### src/rtl/box_draw_sequencer.sv
// box_draw_sequencer: walks every pixel of a BOX_W x BOX_H box from a latched
// top-left corner and presents x/y/colour/plot to a framebuffer write port
// that may stall with grant. Off-screen pixels are skipped without waiting.
// Optional build macro BOX_OUTLINE_EN: plot only the border pixels of the box.
module box_draw_sequencer #(
  parameter int unsigned X_W      = 8,
  parameter int unsigned Y_W      = 7,
  parameter int unsigned COLOUR_W = 3,
  parameter int unsigned BOX_W    = 8,
  parameter int unsigned BOX_H    = 4,
  parameter int unsigned SCREEN_W = 160,
  parameter int unsigned SCREEN_H = 120
) (
  input  logic                clock,
  input  logic                reset,
  input  logic                start,
  input  logic                abort,
  input  logic [X_W-1:0]      x0,
  input  logic [Y_W-1:0]      y0,
  input  logic [COLOUR_W-1:0] colour_in,
  input  logic                grant,
  output logic [X_W-1:0]      x,
  output logic [Y_W-1:0]      y,
  output logic [COLOUR_W-1:0] colour,
  output logic                plot,
  output logic                busy,
  output logic                shape_done
);

  localparam logic [X_W-1:0] DxLast = X_W'(BOX_W - 1);
  localparam logic [Y_W-1:0] DyLast = Y_W'(BOX_H - 1);

  typedef enum logic [1:0] {StIdle, StLoad, StDraw, StDone} state_e;

  state_e state_q, state_d;

  logic [X_W-1:0]      x0_q, x0_d, dx_q, dx_d, x_q, x_d;
  logic [Y_W-1:0]      y0_q, y0_d, dy_q, dy_d, y_q, y_d;
  logic [COLOUR_W-1:0] colour_q, colour_d;
  logic                plot_q, plot_d, busy_q, busy_d, done_q, done_d;

  // Full-width sums so that overflow past the coordinate range is clipped, not wrapped.
  logic [X_W:0] x_sum;
  logic [Y_W:0] y_sum;
  logic         pix_visible;

  // Next walk position and state; abort overrides everything outside IDLE.
  always_comb begin
    state_d  = state_q;
    x0_d     = x0_q;
    y0_d     = y0_q;
    colour_d = colour_q;
    dx_d     = dx_q;
    dy_d     = dy_q;
    unique case (state_q)
      StIdle: begin
        if (start) begin
          state_d  = StLoad;
          x0_d     = x0;
          y0_d     = y0;
          colour_d = colour_in;
          dx_d     = '0;
          dy_d     = '0;
        end
      end
      StLoad: begin
        state_d = abort ? StIdle : StDraw;
      end
      StDraw: begin
        if (abort) begin
          state_d = StIdle;
        end else if (!plot_q || grant) begin
          // A clipped pixel (plot low) advances without waiting for grant.
          if (dx_q == DxLast) begin
            dx_d = '0;
            if (dy_q == DyLast) begin
              state_d = StDone;
            end else begin
              dy_d = dy_q + 1'b1;
            end
          end else begin
            dx_d = dx_q + 1'b1;
          end
        end
      end
      StDone: begin
        state_d = StIdle;
      end
      default: begin
        state_d = StIdle;
      end
    endcase
  end

  // Address and visibility of the pixel that will be presented next cycle.
  always_comb begin
    x_sum       = {1'b0, x0_d} + {1'b0, dx_d};
    y_sum       = {1'b0, y0_d} + {1'b0, dy_d};
    pix_visible = (32'(x_sum) < SCREEN_W) && (32'(y_sum) < SCREEN_H);
`ifdef BOX_OUTLINE_EN
    pix_visible = pix_visible &&
                  ((dx_d == '0) || (dx_d == DxLast) || (dy_d == '0) || (dy_d == DyLast));
`else
    pix_visible = pix_visible;
`endif
  end

  // Registered output values; x/y hold their last value outside DRAW.
  always_comb begin
    x_d    = x_q;
    y_d    = y_q;
    plot_d = 1'b0;
    busy_d = (state_d != StIdle);
    done_d = (state_d == StDone);
    if (state_d == StDraw) begin
      x_d    = x_sum[X_W-1:0];
      y_d    = y_sum[Y_W-1:0];
      plot_d = pix_visible;
    end
  end

  // State and output registers.
  always_ff @(posedge clock or posedge reset) begin
    if (reset) begin
      state_q  <= StIdle;
      x0_q     <= '0;
      y0_q     <= '0;
      colour_q <= '0;
      dx_q     <= '0;
      dy_q     <= '0;
      x_q      <= '0;
      y_q      <= '0;
      plot_q   <= 1'b0;
      busy_q   <= 1'b0;
      done_q   <= 1'b0;
    end else begin
      state_q  <= state_d;
      x0_q     <= x0_d;
      y0_q     <= y0_d;
      colour_q <= colour_d;
      dx_q     <= dx_d;
      dy_q     <= dy_d;
      x_q      <= x_d;
      y_q      <= y_d;
      plot_q   <= plot_d;
      busy_q   <= busy_d;
      done_q   <= done_d;
    end
  end

  assign x      = x_q;
  assign y      = y_q;
  assign colour = colour_q;
  assign plot   = plot_q;
  assign busy   = busy_q;
  // An abort arriving in the DONE cycle itself must still cancel the completion pulse.
  assign shape_done = done_q & ~abort;

endmodule

### config.mk
export PLATFORM = sky130hd
export DESIGN_NAME = box_draw_sequencer
export DESIGN_NICKNAME = d
export VERILOG_FILES = /design/src/rtl/box_draw_sequencer.sv
export SDC_FILE = /design/constraint.sdc
export NUM_CORES = 1
export LEC_CHECK = 0
export BUFFER_PORTS_ARGS = -buffer_cell sky130_fd_sc_hd__buf_2
export CAP_MARGIN = 20
export CORE_ASPECT_RATIO = 0.9
export CORE_MARGIN = 5
export CORE_UTILIZATION = 49
export DETAILED_ROUTE_END_ITERATION = 16
export HOLD_SLACK_MARGIN = 0.1
export PLACE_DENSITY = 0.7
export REMOVE_ABC_BUFFERS = 1
export SYNTH_ARGS = -nofsm -noshare
export SYNTH_HDL_FRONTEND = slang
export SYNTH_SLANG_ARGS = --single-unit
export TNS_END_PERCENT = 10
### constraint.sdc
create_clock -name clock -period 3.85 [get_ports clock]
set_input_delay 0.77 -clock clock [delete_from_list [all_inputs] [get_ports clock]]
set_output_delay 0.77 -clock clock [all_outputs]
set_load 0.01 [all_outputs]
== Yosys cells after proc, flatten, opt, wreduce, memory -nomap -nowiden ==
Cells that the tools add are included.
Cells by class
  add/subtract/negate cells: 4
  $lt $le $gt $ge: 2
  equal/unequal tests: 7
  mux-type cells: 23
  bitwise gates (word level): 2
  reductions and logical operators: 6
Operator list (number)
  $mux 7: 7
  $mux 8: 6
  $pmux 8 s2: 1
  $pmux 7 s2: 1
  $mux 2: 6
  $add 8x8->9: 1
  $lt 9x8->1 const B: 1
  $add 7x7->8: 1
  $add 8x1->8 const B: 1
  $eq 2x2->1 const B: 4
  $eq 8x3->1 const B: 1
  $lt 8x7->1 const B: 1
  $pmux 2 s4: 1
  $add 7x1->7 const B: 1
  $eq 7x2->1 const B: 1
  $eq 2x1->1 const B: 1
  $logic_not 2->1: 1
  $reduce_and 2->1: 1
  $reduce_bool 2->1: 1
  $and 1x1->1: 1
  $logic_and 1x1->1: 1
  $logic_not 1->1: 1
  $logic_or 1x1->1: 1
  $mux 1: 1
  $not 1->1: 1
Word-level totals
  register bits after elaboration: 53
  bits of input ports: 23
  word-level logic and storage cells: 55

== Longest topological paths before layout ==
  word-level depth: 10
  gate-level depth with buffers: 13
  depth with buffers taken out: 12

== Least setup slack after synthesis ==
No wires, ideal clock.
  path type: input-to-reg
  start point: in start
  end point: reg plot_q, in the netlist plot
  setup time: 67 ps
  data arrival time: 3614 ps
  required time: 3783 ps
  path slack: 169 ps
  stages: 10
  cell sequence: nor3b_1 clkbuf_1 mux2_2 ha_1 fa_1 a211oi_1 nor2_1 or4_1 a311oi_1 o2111a_1
Between the ends
  longest elaborated chain between the ends: 6
  elaborated cells between the ends (all ways): 17
RTL lines
  start, declared: line 16  | input logic start,
  $mux 8: line 57  | if (start) begin
  $mux 8: line 55  | unique case (state_q)
  named net x0_d[0]: line 37  | logic [X_W-1:0] x0_q, x0_d, dx_q, dx_d, x_q, x_d;
  $add 8x8->9: line 97  | x_sum = {1'b0, x0_d} + {1'b0, dx_d};
  $lt 9x8->1: line 99  | pix_visible = (32'(x_sum) < SCREEN_W) && (32'(y_sum) < SCREEN_H);
  $logic_and 1x1->1: line 99
  $mux 1: line 115  | if (state_d == StDraw) begin
  named net plot_d: line 40  | logic plot_q, plot_d, busy_q, busy_d, done_q, done_d;
  end signal, assigned: line 145  | plot_q <= plot_d;
  end, declared: line 40
The timed path passes the listed nets, and every way through them passes these cells.
A chain may end at the register's enable or synchronous reset.

== Worst setup path after layout ==
  start point: reg dx_q[5]
  end point: reg plot_q, in the netlist plot
Between the ends
  longest elaborated chain between the ends: 9
  elaborated cells between the ends (all ways): 22
RTL lines
  start, declared: line 37
  start signal, assigned: line 129  | dx_q <= '0;
  start signal, assigned: line 141  | dx_q <= dx_d;
  $eq 8x3->1: line 74  | if (dx_q == DxLast) begin
  $mux 8: line 74
  $mux 8: line 72  | end else if (!plot_q || grant) begin
  $mux 8: line 70  | if (abort) begin
  $pmux 8 s2: line 55
  named net dx_d[0]: line 37
  $add 8x8->9: line 97
  $lt 9x8->1: line 99
  $logic_and 1x1->1: line 99
  $mux 1: line 115
  named net plot_d: line 40
The timed path passes the listed nets, and every way through them passes these cells.

==> flow_summary.ini <==
[status]
status = completed

[clock_tree]
cts-resized-gates = 0
cts_sinks = 53
htreeDepth = 2
tritoncts = yes
numCtsBuffers = 5
cts_hold_buf = 0
path_clk_slew_ps = 90
clock_latency_ps = 310
cts_max_path_buffers = 2
cts_setup_buffers = 0
cts_root_buffer = clkbuf_8

[sta]
fin_ws_ps = 329
hold_viol_final = 0
slew_headroom = 0.493
rsz0062_at_grt = false
slew_viol_final = 0
setup_viol = 0
skew_ps = 9.24
fmax_mhz = 284
period_share = 0.915
period_minus_slack_ps = 3520
tightestPinTransition_ps = 759

[global_route]
grt_pass1_vias = 2179
grt_max_degree = 37
gr-total-overflow = 0
grtUsageTotal = 0.169
antenna_found_initial = 0
grt_pass1_wl_mm = 10.4

[synthesis]
ys.flop_type = dfrtp_1
ys_async_sr_fraction = 1.00
synthDominantCellAreaShare = 0.451
syn-cell-area_mm2 = 0.00294
synth_most_common_cell = dfrtp_1
yosys_warnings = 0
synth_edf_count = 0
ys_types = 55
synth_area_per_cell_um2 = 10.7
synth_cells = 274
post-synth-top-area-cell = dfrtp_1
yosys_register_bits = 53
ys_seq_area_frac = 0.451
yosys-top-cells-count = dfrtp_1 (53), mux2_2 (22), nor2_1 (19)
yosys-top-cells-area = dfrtp_1 (45%), mux2_2 (8.4%), ha_1 (7.2%), a21oi_1 (2.6%), o21ai_0 (2.6%)

[run]
drv_cap = 0

[worst_setup_path]
ff2ff_path_depth = 12
critPathMaxStageDelay_ps = 450
path_class = register to register
critPathLaunchType = register
crit_fanout = 7
cp.required_ps = 4100
arrival_ps = 3770
cp_cell_sequence = nor4_2 -> and4b_1 -> nor3_1 -> a21oi_1 -> nor2_1 -> ha_1 -> fa_1 -> a211oi_1 -> nor2_1 -> or4_1 -> a311oi_1 -> o2111a_1
endpoint_kind = register
cpMostUsedCell = nor2_1
critPathSlowestCell = dfrtp_1

[die]
start_util = 0.511
coreArea_mm2 = 0.00576
die_w_um = 91.7
rows = 26
ios = 44
die_h_um = 83.5
die_area_mm2 = 0.00766

[route]
drtAntennaViolNets = 0
drt_iter0_drc = 96
drc = 0
via_count = 2241
via_per_inst = 5.67
drt_first_pass_iters = 4
routed_wl_mm = 6.24
wl_per_cell_um = 15.8

[final_layout]
syn_to_final_growth_pct = 15.3
post-route-util = 0.589
nNetsFinal = 366
drive_above_1_share = 0.280
antenna_cells = 0

[power]
p_total_uw = 1620
ir_drop_mv = 0.260
power.density_mw_per_mm2 = 476
p_leak_uw = 0.00160

[placed_design]
pre_cts_slack_ps = 107
detailed_place_hpwl_mm = 4.71
port_buffers = 43
place.gp.congestion = 0.874

[min_path]
holdPathStages = 2
hold_class = register to register
## flip-flops by register name, indices dropped and copies added, names as in the netlist
signal   count
y            7
done_q       1
dx_q         8
colour       3
x0_q         8
dy_q         7
y0_q         7
x            8
state_q      2
plot         1
busy         1
## worst max-delay path, delay by kind of cell (launching register included)
| family | cells | cell delay (ps) |
|---|---|---|
| flip-flops | 1 | 450 |
| AO/OA/AOI/OAI | 4 | 910 |
| adder cells (fa/ha/maj) | 2 | 680 |
| AND/OR/NAND/NOR | 6 | 1420 |
## kinds of logic after synthesis
family	Yosys count	synth area share
AO/OA/AOI/OAI	62	0.143
buffers and inverters	13	0.0213
AND/OR/NAND/NOR	90	0.165
adder cells (fa/ha/maj)	19	0.0859
XOR/XNOR	10	0.0298
multiplexers	27	0.105
flip-flops	53	0.451
## cell type report
| cell class | count | area, um2 |
|---|---|---|
| flip-flops and latches | 53 | 1330 |
| clock inverters | 1 | 30.0 |
| multi-input cells | 208 | 1560 |
| clock buffers | 7 | 86.3 |
| well taps | 70 | 87.6 |
| repair buffers | 50 | 280 |
| fillers | 497 | 2370 |
| inverters | 6 | 22.5 |
## final timing paths
| kind | from | endpoint | slack [ps] |
|---|---|---|---|
| max | dx_q[5] | plot | 330 |
| min | y[2] | y[2] | 490 |
| max reg2reg | dx_q[5] | plot | 330 |
| min reg2reg | y[2] | y[2] | 490 |
| max in group asynchronous | reset | colour[0] | 2530 |
| min in group asynchronous | reset | plot | 590 |
## where the power goes
group / internal, uW / total (uW) / switching (uW)
sequential: 680 / 733 / 52.8
combinational: 234 / 493 / 259
clock: 212 / 390 / 178
## stage by stage
| stage | TNS, ps | std cells | instance area, um2 | hold WS [ps] |
|---|---|---|---|---|
| floorplan | -8770 | 267 | 2900 | 476 |
| global placement | 0 | 387 | 3280 | 465 |
| detailed placement | 0 | 387 | 3280 | 469 |
| global route | 0 | 395 | 3390 | 505 |
| CTS | 0 | 395 | 3390 | 491 |
| finish | 0 | 395 | 3390 | 486 |
## cells in the final DEF, fill, tap and decap left out, types with 3 or more instances in the layout
master / synthesis / routed
ha_1: 17 / 17
and3_1: 6 / 6
nor2_1: 19 / 19
o21bai_1: 3 / 3
nor2b_1: 7 / 7
inv_1: 6 / 5
a21oi_1: 15 / 15
dfrtp_1: 53 / 53
buf_4: 1 / 6
o21ai_0: 15 / 15
or3_1: 3 / 3
nor4_1: 3 / 3
nand2_1: 17 / 17
nand2b_1: 3 / 3
a211oi_1: 4 / 4
mux2_2: 22 / 22
xnor2_1: 5 / 5
buf_2: 1 / 43
mux2i_1: 3 / 3
xor2_1: 5 / 5
nor3_1: 7 / 7
o31ai_1: 4 / 4
or2_2: 3 / 3
nand3_1: 9 / 9
clkbuf_8: 0 / 6
## layer usage
metal  share of wire  up-vias  track usage
met5               0        -            0
met4           0.012        0       0.0486
met3           0.040        4       0.0388
met2            0.45       41        0.258
met1            0.50     1081        0.241
li1                -     1115            -
No activity file was read; power rests on OpenSTA's default activity.
